### config.mk
export PLATFORM = sky130hd
export DESIGN_NAME = proc_din_sequencer_flat
export DESIGN_NICKNAME = d
export VERILOG_FILES = /design/src/rtl/proc_din_sequencer_if.sv /design/src/rtl/proc_din_sequencer.sv /design/src/flat_wrapper.sv
export SDC_FILE = /design/constraint.sdc
export NUM_CORES = 1
export LEC_CHECK = 0
export ABC_AREA = 1
export CAP_MARGIN = 30
export CORE_MARGIN = 2
export CORE_UTILIZATION = 65
export CTS_CLUSTER_DIAMETER = 120
export CTS_CLUSTER_SIZE = 40
export DETAILED_ROUTE_END_ITERATION = 8
export PLACE_DENSITY = 0.92
export SYNTH_ARGS = -nofsm -noshare
export SYNTH_HDL_FRONTEND = slang
export SYNTH_SLANG_ARGS = --single-unit
### constraint.sdc
create_clock -name Clock -period 3.5 [get_ports Clock]
set_input_delay 0.7 -clock Clock [delete_from_list [all_inputs] [get_ports Clock]]
set_output_delay 0.7 -clock Clock [all_outputs]
set_load 0.1 [all_outputs]
### src/rtl/proc_din_sequencer_if.sv
// Bundles the program-load bus and the lab9 DIN/Run/Done handshake of proc_din_sequencer.
// master = sequencer side, slave = processor/loader side.
interface proc_din_sequencer_if #(
    parameter int unsigned AW = 5
);
    logic          Start;
    logic          ld_we;
    logic [AW-1:0] ld_addr;
    logic [8:0]    ld_data;
    logic          Done;
    logic [8:0]    DIN;
    logic          Run;
    logic          Busy;
    logic          Halted;
    logic          Error;
    logic [AW:0]   pc;

    modport master (
        input  Start, ld_we, ld_addr, ld_data, Done,
        output DIN, Run, Busy, Halted, Error, pc
    );

    modport slave (
        output Start, ld_we, ld_addr, ld_data, Done,
        input  DIN, Run, Busy, Halted, Error, pc
    );
endinterface

### src/rtl/proc_din_sequencer.sv
// Feeds a loadable program to the lab9 processor over DIN/Run/Done, one instruction per Done.
// Define SEQ_TIMEOUT_EN to add a 63-cycle WAIT watchdog that halts with Error.
module proc_din_sequencer #(
    parameter int unsigned DEPTH     = 32,
    parameter int unsigned AW        = 5,
    parameter logic [8:0]  HALT_WORD = 9'h1FF
) (
    input logic                   Clock,
    input logic                   Resetn,
    proc_din_sequencer_if.master  bus
);
    localparam logic [2:0]  OP_MVI  = 3'b001;
    localparam logic [AW:0] END_PC  = (AW+1)'(DEPTH);
    localparam logic [AW:0] LAST_PC = (AW+1)'(DEPTH - 1);

    typedef enum logic [2:0] {S_IDLE, S_ISSUE, S_DATA, S_WAIT, S_HALT} state_t;

    state_t      state;
    logic [8:0]  mem [DEPTH];
    logic [8:0]  din_q;
    logic        run_q;
    logic        busy_q;
    logic        halted_q;
    logic        error_q;
    logic [AW:0] pc_q;
`ifdef SEQ_TIMEOUT_EN
    logic [5:0]  wdog;
`endif

    logic [AW:0] disp_pc;
    logic [AW:0] pc_inc1;
    logic [AW:0] pc_inc2;
    logic [8:0]  disp_word;
    logic        disp_end;
    logic        disp_err;
    logic        disp_stop;
    logic        do_dispatch;

    // Dispatch looks at the word at pc (after Done) or at address 0 (after Start).
    always_comb begin
        disp_pc     = (state == S_WAIT) ? pc_q : '0;
        disp_end    = (disp_pc == END_PC);
        disp_word   = mem[disp_pc[AW-1:0]];
        disp_err    = !disp_end && (disp_word != HALT_WORD) &&
                      (disp_word[8:6] == OP_MVI) && (disp_pc == LAST_PC);
        disp_stop   = disp_end || (disp_word == HALT_WORD) || disp_err;
        pc_inc1     = pc_q + (AW+1)'(1);
        pc_inc2     = pc_q + (AW+1)'(2);
        do_dispatch = (((state == S_IDLE) || (state == S_HALT)) && bus.Start) ||
                      ((state == S_WAIT) && bus.Done);
    end

    always_ff @(posedge Clock or negedge Resetn) begin
        if (!Resetn) begin
            state    <= S_IDLE;
            din_q    <= '0;
            run_q    <= 1'b0;
            busy_q   <= 1'b0;
            halted_q <= 1'b0;
            error_q  <= 1'b0;
            pc_q     <= '0;
`ifdef SEQ_TIMEOUT_EN
            wdog     <= '0;
`endif
        end else if (do_dispatch) begin
            pc_q <= disp_pc;
`ifdef SEQ_TIMEOUT_EN
            wdog <= '0;
`endif
            if (disp_stop) begin
                state    <= S_HALT;
                din_q    <= '0;
                run_q    <= 1'b0;
                busy_q   <= 1'b0;
                halted_q <= 1'b1;
                error_q  <= disp_err;
            end else begin
                state    <= S_ISSUE;
                din_q    <= disp_word;
                run_q    <= 1'b1;
                busy_q   <= 1'b1;
                halted_q <= 1'b0;
                error_q  <= 1'b0;
            end
        end else begin
            case (state)
                S_ISSUE: begin
                    run_q <= 1'b0;
                    if (din_q[8:6] == OP_MVI) begin
                        state <= S_DATA;
                        din_q <= mem[pc_inc1[AW-1:0]];
                    end else begin
                        state <= S_WAIT;
                        pc_q  <= pc_inc1;
                    end
                end
                S_DATA: begin
                    state <= S_WAIT;
                    pc_q  <= pc_inc2;
                end
                S_WAIT: begin
`ifdef SEQ_TIMEOUT_EN
                    // Reaching 62 here means this is the 63rd WAIT cycle without Done.
                    if (wdog == 6'd62) begin
                        state    <= S_HALT;
                        din_q    <= '0;
                        busy_q   <= 1'b0;
                        halted_q <= 1'b1;
                        error_q  <= 1'b1;
                        wdog     <= '0;
                    end else begin
                        wdog <= wdog + 6'd1;
                    end
`endif
                end
                default: ;
            endcase
        end
    end

    always_ff @(posedge Clock) begin
        if (bus.ld_we && !busy_q)
            mem[bus.ld_addr] <= bus.ld_data;
    end

    assign bus.DIN    = din_q;
    assign bus.Run    = run_q;
    assign bus.Busy   = busy_q;
    assign bus.Halted = halted_q;
    assign bus.Error  = error_q;
    assign bus.pc     = pc_q;
endmodule
### src/flat_wrapper.sv
// flat-port wrapper written by rule: the top's interface ports become plain ports
module proc_din_sequencer_flat 
#(
    parameter int unsigned DEPTH     = 32,
    parameter int unsigned AW        = 5,
    parameter logic [8:0]  HALT_WORD = 9'h1FF
)
  (Clock, Resetn, bus_Start, bus_ld_we, bus_ld_addr, bus_ld_data, bus_Done, bus_DIN, bus_Run, bus_Busy, bus_Halted, bus_Error, bus_pc);
  proc_din_sequencer_if #(.AW(AW)) bus_i ();
  input logic Clock;
  input logic Resetn;
  input wire logic [$bits(bus_i.Start)-1:0] bus_Start;
  input wire logic [$bits(bus_i.ld_we)-1:0] bus_ld_we;
  input wire logic [$bits(bus_i.ld_addr)-1:0] bus_ld_addr;
  input wire logic [$bits(bus_i.ld_data)-1:0] bus_ld_data;
  input wire logic [$bits(bus_i.Done)-1:0] bus_Done;
  output wire logic [$bits(bus_i.DIN)-1:0] bus_DIN;
  output wire logic [$bits(bus_i.Run)-1:0] bus_Run;
  output wire logic [$bits(bus_i.Busy)-1:0] bus_Busy;
  output wire logic [$bits(bus_i.Halted)-1:0] bus_Halted;
  output wire logic [$bits(bus_i.Error)-1:0] bus_Error;
  output wire logic [$bits(bus_i.pc)-1:0] bus_pc;
  assign bus_i.Start = bus_Start;
  assign bus_i.ld_we = bus_ld_we;
  assign bus_i.ld_addr = bus_ld_addr;
  assign bus_i.ld_data = bus_ld_data;
  assign bus_i.Done = bus_Done;
  assign bus_DIN = bus_i.DIN;
  assign bus_Run = bus_i.Run;
  assign bus_Busy = bus_i.Busy;
  assign bus_Halted = bus_i.Halted;
  assign bus_Error = bus_i.Error;
  assign bus_pc = bus_i.pc;
  proc_din_sequencer #(.DEPTH(DEPTH), .AW(AW), .HALT_WORD(HALT_WORD)) u_core (.Clock(Clock), .Resetn(Resetn), .bus(bus_i));
endmodule
==> reports/metrics.yaml <==
timing:
  setup_viol: 0
  min_period_over_period_pct: 84.94
  min_period_ns: 2.973
  fmax_mhz: 336.4
  tns_ns: 0
  skew_ns: 0.02287
  relSlewSlack_pct: 34.71
  finalMaxSlewViolations: 0
  max_slew.worst_pin.slew_ns: 0.9762
  final_hold_viol_count: 0
  grt_setup_unrepaired: "no"
pwr:
  clkPwrFrac_pct: 11.6
  cellPowerDensity_nw_per_um2: 834.0
  p_sw_mw: 7.282
  pwr-share-seq_pct: 30.3
  leakage_nw: 6.569
  p_sw_share_pct: 50.47
  pwr-share-comb_pct: 58.1
  fin_total_pwr_mw: 14.43
  p_int_mw: 7.147
  ir_worst_vdd_uv: 1072
cells_and_area:
  register_area_um2: 9203
  final_common_cell: "nand2_1"
  multi_input_comb_area_um2: 5777
  layout_common_cells: "nand2_1, edfxtp_1, nand3_1"
  fillCellCount: 1676
  n_antenna_cell: 0
  post_route_cells_drive_above_1_share_pct: 6.667
  fin_nets: 1804
  area_delta_synth_final_pct: 8.428
  finalInstanceArea_um2: 17300
  fin_cells: 2109
clock_network:
  ctsLongestPathBuffers: 3
  clk_latency_ns: 0.51
  numCtsBuffers: 11
  cts_hold_buffers: 0
  post_cts_resized: 0
  htree_levels: 1
  clk_pin_slew_ns: 0.15
  cts_tree: "done"
  cts_setup_buffers: 0
  root_buffer: "clkbuf_16"
  clkSinkCount: 310
synth:
  synth.distinct_cells: 33
  synth_fp_nets: 1791
  synth_edf_count: 288
  syn_area_per_cell_um2: 9.016
  yosysSeqAreaShare_pct: 57.64
  synthCells: 1770
  ys_ff_latch: 310
  synth_area_um2: 15960
  yosys_warnings: 0
  yosys_most_used_dff: "edfxtp_1"
  async_flop_share_pct: 7.097
setup_path:
  cp.required_ns: 3.92
  cp_data_arrival_time_ns: 3.40
  worst_setup_path_end_kind: "register"
  crit_type: "reg -> reg"
  rrSetupSlack_ns: 0.53
  cp-start-kind: "register"
  cp_max_fo: 37
place:
  dp_hpwl_um: 30640
  placed_cell_area_um2: 17010
  portBuffers: 37
  dp_cells: 2094
  place_congestion: 0.9625
global_routing:
  grt_pass1_vias: 13420
  grt.overflow.total: 0
  grt_usage_pct: 36.89
  grt_max_degree: 111
  grt_pass1_wl_um: 73220
  antenna_found_initial: 0
floorplan:
  design.die.area_um2: 25820
  fp.dieW_um: 160.7
  row_count: 57
  dieHeight_um: 160.7
  initial_core_util_pct: 66.00
  ios: 38
  core_area_um2: 24180
min_path:
  hp-class: "reg -> reg"
routing:
  ant_nets: 0
  first_iter_violations: 3084
  avgViaCountPerCell: 6.739
  vias: 14210
  wl_per_cell_um: 22.79
  wl_um: 48070
  dr.pass1.iters: 7
  drcViolationCount: 0
flow_run:
  maxCapViolations: 0
status:
  status: "completed"
[cells by family (layout without fill, tap and decap cells)]
logic type,Yosys count,after routing,share of synthesized area (%)
buffers and inverters,244,259,6.437
DFF,310,310,57.64
xor gates and xnor gates,2,2,0.1098
adders and majority gates,2,2,0.1568
AOI/OAI and AO/OA,383,383,13.78
and+or+nand+nor,829,829,21.88
[synthesized netlist by cell type (6+ instances only)]
cell type	number	area share (%)
a21oi_1	75	2.4
a31oi_1	9	0.35
buf_1	7	0.16
buf_2	42	1.3
buf_4	15	0.71
clkbuf_1	53	1.2
dfrtp_1	22	3.4
edfxtp_1	288	54
inv_1	119	2.8
nand2_1	423	9.9
nand3_1	199	6.2
nand3b_1	6	0.28
nand4_1	11	0.43
nor2_1	169	4.0
nor3_1	6	0.19
o211ai_1	74	3.5
o21ai_0	184	5.8
o21ai_1	7	0.22
o221ai_1	15	0.82
o22ai_1	17	0.67
[worst paths after layout]
kind,from,end,cells past startpoint
worst max-delay path,u_core.state[0]$_DFFE_PN0P_,u_core.state[0]$_DFFE_PN0P_,16
worst min-delay path,u_core.bus.Error$_DFFE_PN0N_,u_core.bus.Error$_DFFE_PN0N_,2
worst max register to register,u_core.state[0]$_DFFE_PN0P_,u_core.state[0]$_DFFE_PN0P_,16
max in group asynchronous,Resetn,u_core.bus.pc[0]$_DFFE_PN0P_,1
min in group asynchronous,Resetn,u_core.bus.pc[0]$_DFFE_PN0P_,1
worst min register to register,u_core.bus.Error$_DFFE_PN0N_,u_core.bus.Error$_DFFE_PN0N_,2
[registers in the layout (all words and copies together), names as in the netlist]
| signal | count |
|---|---|
| u_core.state | 3 |
| u_core.mem | 288 |
| u_core.bus.pc | 6 |
| u_core.bus.Run | 1 |
| u_core.bus.DIN | 9 |
| u_core.bus.Halted | 1 |
| u_core.bus.Busy | 1 |
| u_core.bus.Error | 1 |
[cell type report]
class,count,share of cell area (%)
Clock buffer,14,1.656
Clock inverter,1,0.06508
Inverter,127,2.784
Multi-Input combinational cell,1216,33.39
Sequential cell,310,53.19
Tap cell,324,2.343
Timing Repair Buffer,117,6.580
[worst max-delay path, stage by stage, from the launching register on]
cell and delay (ns):
dfrtp_1 0.56, nand4_1 0.20, buf_12 0.24, inv_4 0.45
nand3_1 0.14, nand2_1 0.11, nand2_1 0.06, nand2_1 0.12
nand2_1 0.07, nand3_1 0.12, nand3_1 0.08, nor2_1 0.25
nor2_4 0.11, nand3_2 0.17, nand2_1 0.07, nand2_1 0.06
nand2_1 0.04
[power by group through the flow]
stage,combinational (mW),clock [mW],sequential [mW]
floorplan,4.71,0,5.09
CTS,8.04,1.65,4.37
global placement,7.76,0,4.45
detailed placement,7.99,0,4.45
global route,8.86,1.75,4.39
finish,8.38,1.67,4.38
[routing by layer]
| layer | track usage [%] | share of wire, % |
|---|---|---|
| met5 | 0 | 0 |
| met4 | 17.40 | 5.0 |
| met3 | 8.523 | 16 |
| met2 | 57.56 | 45 |
| met1 | 49.62 | 34 |
[per-stage QoR]
stage               utilization [%]  hold WS (ns)  worst slack [ns]
global placement              70.16        0.4716            0.6391
floorplan                         -        0.4044            0.6933
finish                        71.57        0.5259            0.5271
detailed placement            70.34        0.4972            0.6357
CTS                           71.57        0.5320            0.6065
global route                  71.57        0.5513            0.3205
No activity file was read; power rests on OpenSTA's default activity.
